$ cat config.mk
export PLATFORM = sky130hd
export DESIGN_NAME = sa_rr_alloc
export DESIGN_NICKNAME = d
export VERILOG_FILES = /design/src/rtl/sa_rr_alloc.sv
export SDC_FILE = /design/constraint.sdc
export NUM_CORES = 1
export LEC_CHECK = 0
export BUFFER_PORTS_ARGS = -buffer_cell sky130_fd_sc_hd__buf_2
export CORE_AREA = 2 2 51 101
export DETAILED_ROUTE_END_ITERATION = 10
export DIE_AREA = 0 0 53 103
export HOLD_SLACK_MARGIN = 0.03
export PLACE_DENSITY = 0.95
export SETUP_SLACK_MARGIN = 0.5
export SLEW_MARGIN = 20
export SYNTH_ARGS = -nofsm -noshare
export SYNTH_HDL_FRONTEND = slang
export SYNTH_SLANG_ARGS = --single-unit
$ cat constraint.sdc
create_clock -name clk -period 5.55 [get_ports clk]
set_input_delay 1.11 -clock clk [delete_from_list [all_inputs] [get_ports clk]]
set_output_delay 1.11 -clock clk [all_outputs]
set_load 0.05 [all_outputs]
$ cat src/rtl/sa_rr_alloc.sv
// Round-robin switch allocator with wormhole packet locking and a one-deep registered output stage.
// Latency: 1 cycle from grant to sa_valid. Backpressure: no grant is issued while sa_valid && !sa_ready.
module sa_rr_alloc #(
  parameter int NUM_VC = 2,
  parameter int FLIT_W = 32,
  parameter int GATE_W = 3
) (
  input  logic                       clk,
  input  logic                       reset,
  input  logic [NUM_VC*FLIT_W-1:0]   vc_flit,
  input  logic [NUM_VC*GATE_W-1:0]   vc_gate,
  input  logic [NUM_VC*2-1:0]        vc_type,
  output logic [NUM_VC-1:0]          vc_grant,
  output logic [FLIT_W-1:0]          sa_flit,
  output logic [GATE_W-1:0]          sa_gate,
  output logic [1:0]                 sa_type,
  output logic                       sa_valid,
  input  logic                       sa_ready,
  output logic                       sa_err
);

  localparam int PTR_W = (NUM_VC > 1) ? $clog2(NUM_VC) : 1;
  localparam logic [PTR_W-1:0] LAST_VC = PTR_W'(NUM_VC - 1);

  localparam logic [1:0] T_HEAD = 2'b01;
  localparam logic [1:0] T_TAIL = 2'b11;

  logic              ld;
  logic              lock;
  logic [PTR_W-1:0]  lock_vc;
  logic [PTR_W-1:0]  rr_ptr;
  logic [1:0]        lock_type;
  logic              win_vld;
  logic [PTR_W-1:0]  win_idx;
  logic              err_now;
  logic              gnt;
  logic [FLIT_W-1:0] win_flit;
  logic [GATE_W-1:0] win_gate;
  logic [1:0]        win_type;

  function automatic int wrap_idx(input int base, input int ofs);
    return (base + ofs) % NUM_VC;
  endfunction

  assign ld        = !sa_valid || sa_ready;
  assign lock_type = vc_type[int'(lock_vc)*2 +: 2];

  // Body/tail types carry bit 1; they are only legal from the locked VC.
  always_comb begin
    win_vld = 1'b0;
    win_idx = '0;
    err_now = 1'b0;
    if (lock) begin
      if (lock_type[1]) begin
        win_vld = 1'b1;
        win_idx = lock_vc;
      end
      err_now = (lock_type == T_HEAD);
    end else begin
      for (int i = 0; i < NUM_VC; i++) begin
        if (vc_type[2*i+1]) err_now = 1'b1;
        if (!win_vld && vc_type[2*wrap_idx(int'(rr_ptr), i) +: 2] == T_HEAD) begin
          win_vld = 1'b1;
          win_idx = PTR_W'(wrap_idx(int'(rr_ptr), i));
        end
      end
    end
  end

  assign gnt      = win_vld && ld && !reset;
  assign win_flit = vc_flit[int'(win_idx)*FLIT_W +: FLIT_W];
  assign win_gate = vc_gate[int'(win_idx)*GATE_W +: GATE_W];
  assign win_type = vc_type[int'(win_idx)*2 +: 2];

  always_comb begin
    vc_grant = '0;
    for (int i = 0; i < NUM_VC; i++) begin
      vc_grant[i] = gnt && (int'(win_idx) == i);
    end
  end

  always_ff @(posedge clk) begin
    if (reset) begin
      sa_valid <= 1'b0;
      sa_flit  <= '0;
      sa_gate  <= '0;
      sa_type  <= 2'b00;
      lock     <= 1'b0;
      lock_vc  <= '0;
      rr_ptr   <= '0;
      sa_err   <= 1'b0;
    end else begin
      if (err_now) sa_err <= 1'b1;

      if (ld) begin
        sa_valid <= gnt;
        if (gnt) begin
          sa_flit <= win_flit;
          sa_gate <= win_gate;
          sa_type <= win_type;
        end
      end

      // Pointer advances only on heads so a packet's body never moves fairness.
      if (gnt) begin
        if (!lock) begin
          lock    <= 1'b1;
          lock_vc <= win_idx;
          rr_ptr  <= (win_idx == LAST_VC) ? '0 : win_idx + PTR_W'(1);
        end else if (win_type == T_TAIL) begin
          lock <= 1'b0;
        end
      end
    end
  end

endmodule
# Word level (Yosys, flattened, before mapping)
# Cells that the tools add are included.
# classes
n_reduce_logical,11
shift,6
n_lt_le_gt_ge,0
eq_ne,4
n_mux,15
add_sub_neg,2
multipliers,1
bitwise,3
div_mod_pow,0
# op_table
op,count
$shiftx 64x7->32,1
$shiftx 4x3->2,4
$mux 1,15
$eq 2x1->1 const B,3
$shiftx 6x4->3,1
$logic_and 1x1->1,5
$reduce_and 2->1,2
$logic_not 1->1,3
$mul 1x2->3 const B,1
$add 1x1->1 const B,2
$eq 2x2->1 const B,1
$not 1->1,2
$and 1x1->1 const A,1
$logic_or 1x1->1,1
# totals
out_inout_bits,41
wordCells,50
in_bits,77
ramBits,0
n_memories,0
latch_bits,0
rom_bits,0
ff_bits,42

# Depth between registers and ports, before layout
# depth
depth_word,12
depth_mapped,6
depth_no_buf,4

# Least setup slack after synthesis
# OpenSTA, ideal clock, no wires.
# synth_timing
path_type,in2out
start,input vc_type[3]
end,output vc_grant[1]
required_time_ns,4.440
path_stages,5
n_path_buf,2
slack_ns,1.850
arrival_ns,2.590
cell_sequence,nand2b_1 o21bai_1 buf_2 buf_1 and2_1
# synth_via
elab_chain_len,11
elab_cells_between_ends,19
classes_between,eq/ne (2); shift (3); mux (9); reduce/logical (5)
# synth_lines
item,line_no,source
from (decl),12,"input logic [NUM_VC*2-1:0] vc_type,"
$shiftx 4x3->2,62,"if (!win_vld && vc_type[2*wrap_idx(int'(rr_ptr), i) +: 2] == T_HEAD) begin"
$eq 2x1->1,62,
$mux 1,62,
$mux 1,53,if (lock) begin
$logic_not 1->1,62,
$logic_and 1x1->1,62,
$mux 1,62,
$mux 1,53,
$logic_and 1x1->1 (2 in series),70,assign gnt = win_vld && ld && !reset;
$logic_and 1x1->1 *,78,vc_grant[i] = gnt && (int'(win_idx) == i);
to (decl),13,"output logic [NUM_VC-1:0] vc_grant,"
# Mark *: on every way between the ends. The rest lies on a longest branch, timed or not. The select of a mux whose other input is x is not followed.

# Final worst setup path
# layout_timing
start,input vc_type[3]
end,output vc_grant[0]
# The elaborated chain is that of the path after synthesis.

==> metrics.txt <==
outcome complete, no violations; fill cell count 401; Wirelength per Cell 13.2 µm; measured slew at the worst slew-check pin 993 ps; post-cts resize count 0; Design Area, Final 2900 µm²; final hold violation count 0; # setup viols final 0; 1st-pass router iterations 4; via count 2144; cts bufs inserted 5; Initial Util 47.4%; number of synthesized flops with an enable pin 0; Avg Cell Area, Syn 9.18 µm²; clock network power share 25.3%; core footprint 4730 µm²; Root Driver clkbuf_8; largest net degree at the start of global routing 40; WL final 5.40 mm; Internal Power 0.000588 W; RSZ-0062 raised after global routing false; Via density 5.23; Clock Path Buffers 2; Synth Warn # 0; Chip Height 103 µm; sequential fraction of the synthesis area 37.5%; layout cells sized above 1 46.7%; Cell Area, Placed 2790 µm²; WS Path Type in -> out; WP data arrival 2740 ps; synth unique cells 41; # Post-CTS Setup Buffers 0; Setup crit end kind output pin; Clock Skew 3.03 ps; Seq pwr share 38.1%; Cell Pwr Density 332 nW/µm²; Post-Syn Instances 244; Logic pwr share 36.6%; TritonCTS clock tree built; Yosys reg bits 42; Initial DRC Count 69; Hold Path Class reg -> reg; Detailed Place HPWL 4.09 mm; CP Launch Type input port; # DRC 0; ANT cells 0; initial antenna violation count 0; Worst Path Max Fanout 36; GRT overflow 0; DIE WIDTH 53 µm; P_sw 0.000376 W; dominant synthesized flop cell dfxtp_1; Period minus WS final 3850 ps; I/O Buffers 117; CTS clk-pin slew, worst paths 80 ps; clk_lat worst skew 280 ps; FFs w/ async S/R, synth 0%; final setup TNS 0 ps; vias in the first global route 1876; Ports 118; # H-tree levels 2; Placement Rows 36; Max-Cap Viols 0; global-route wire length before repair 8.29 mm; mapped cell area 2240 µm²; syn nets 321; total leakage power 1.44 nW; RePlAce Congestion 0.835; Fmax achieved 260 MHz; peak supply drop 0.000220 V; Net Sw Frac 39.0%; Total GRT Usage 20.0%; Hold-fix buffers, CTS 0; Area Growth Syn to Fin 29.5%; Total Nets Final 430; Period Utilization, post-route 69.4%; Crit path required time 4440 ps; final antenna-violating net count 0; fin. max-slew vios 0; full die area 5460 µm²; worst rel slew slack 33.8%; CTS sink count 42
==> through the flow <==
stage / util [%] / setup slack (ps) / instances / hold WS, ps / power (W)
final: 61.4 / 1700 / 410 / 458 / 0.000964
after global routing: 61.4 / 1570 / 410 / 486 / 0.00101
after CTS: 61.4 / 1680 / 410 / 459 / 0.000972
after detailed placement: 59.0 / 1690 / 403 / 447 / 0.000729
after global placement: 59.0 / 1750 / 403 / 449 / 0.000721
after floorplan: - / 1850 / 244 / 518 / 0.000647
==> cell usage after synthesis, types with 2 or more instances <==
master	number	area share (%)
o21a_1	2	0.67
nand2b_1	2	0.56
clkbuf_1	6	1.0
o221ai_2	29	19
dfxtp_1	42	38
buf_4	5	1.7
a21oi_1	2	0.45
nor2_1	3	0.50
o221ai_1	6	2.3
buf_12	2	1.8
o21bai_1	2	0.67
o21ai_0	2	0.45
nand2_1	6	1.0
inv_1	74	12
nand3_1	35	7.8
==> power by group through the flow <==
stage	Clock, W	Sequential (W)	Combinational, W
2_1_floorplan	0	0.000514	0.000133
3_3_place_gp	0	0.000373	0.000348
3_5_place_dp	0	0.000374	0.000355
4_1_cts	0.000250	0.000367	0.000355
5_1_grt	0.000262	0.000372	0.000376
6_report	0.000243	0.000368	0.000353
==> kinds of logic after synthesis <==
group / count (synthesis) / synth area share [%]
buffers and inverters: 91 / 18.4
AO/OA/AOI/OAI: 55 / 30.1
AND/OR/NAND/NOR: 54 / 13.0
flip-flops: 42 / 37.5
multiplexers: 2 / 0.949
==> area by class of cell <==
cell class | count | area, µm² | area share [%]
inverter | 74 | 278 | 9.57
multi-input combinational | 111 | 1000 | 34.4
clock buffer | 6 | 82.6 | 2.84
timing repair buffer | 119 | 601 | 20.7
tap | 57 | 71.3 | 2.46
sequential | 42 | 841 | 29.0
clock inverter | 1 | 30.0 | 1.03
==> flip-flops by register name, summed over array words and instances, names as in the netlist <==
signal	count
lock_vc	1
lock	1
rr_ptr	1
sa_type	2
sa_valid	1
sa_err	1
sa_gate	3
sa_flit	32
==> layout by cell type (no fill, tap or decap), types with 2 or more instances in the layout <==
| cell type | Yosys | routed |
|---|---|---|
| buf_2 | 1 | 117 |
| inv_1 | 74 | 74 |
| dfxtp_1 | 42 | 42 |
| nand3_1 | 35 | 35 |
| o221ai_2 | 29 | 29 |
| nand2_1 | 6 | 6 |
| o221ai_1 | 6 | 6 |
| clkbuf_8 | 0 | 6 |
| nor2_1 | 3 | 3 |
| nand2b_1 | 2 | 2 |
| o21a_1 | 2 | 2 |
| o21ai_0 | 2 | 2 |
| a21oi_1 | 2 | 2 |
| buf_4 | 5 | 2 |
==> metal layers <==
metal | up-vias | share of wire, % | track usage (%)
met1 | 964 | 40 | 23.9
met4 | 0 | 0.44 | 4.93
met5 | - | 0 | 0
met2 | 126 | 48 | 34.8
li1 | 1052 | - | -
met3 | 2 | 11 | 5.22
==> worst paths after layout <==
kind | startpoint | endpoint | slack (ps) | depth (start not counted)
max | vc_type[3] | vc_grant[0] | 1700 | 6
min | sa_type[1] | sa_type[1] | 460 | 2
max reg2reg | lock | sa_flit[19] | 3160 | 3
min reg2reg | sa_type[1] | sa_type[1] | 460 | 2
==> critical path, stage by stage <==
cell and delay (ps):
buf_2 120, nand2b_1 280, a2111oi_4 440, a2bb2o_4 420, inv_1 100, buf_2 260
(Power assumes the default switching activity.)
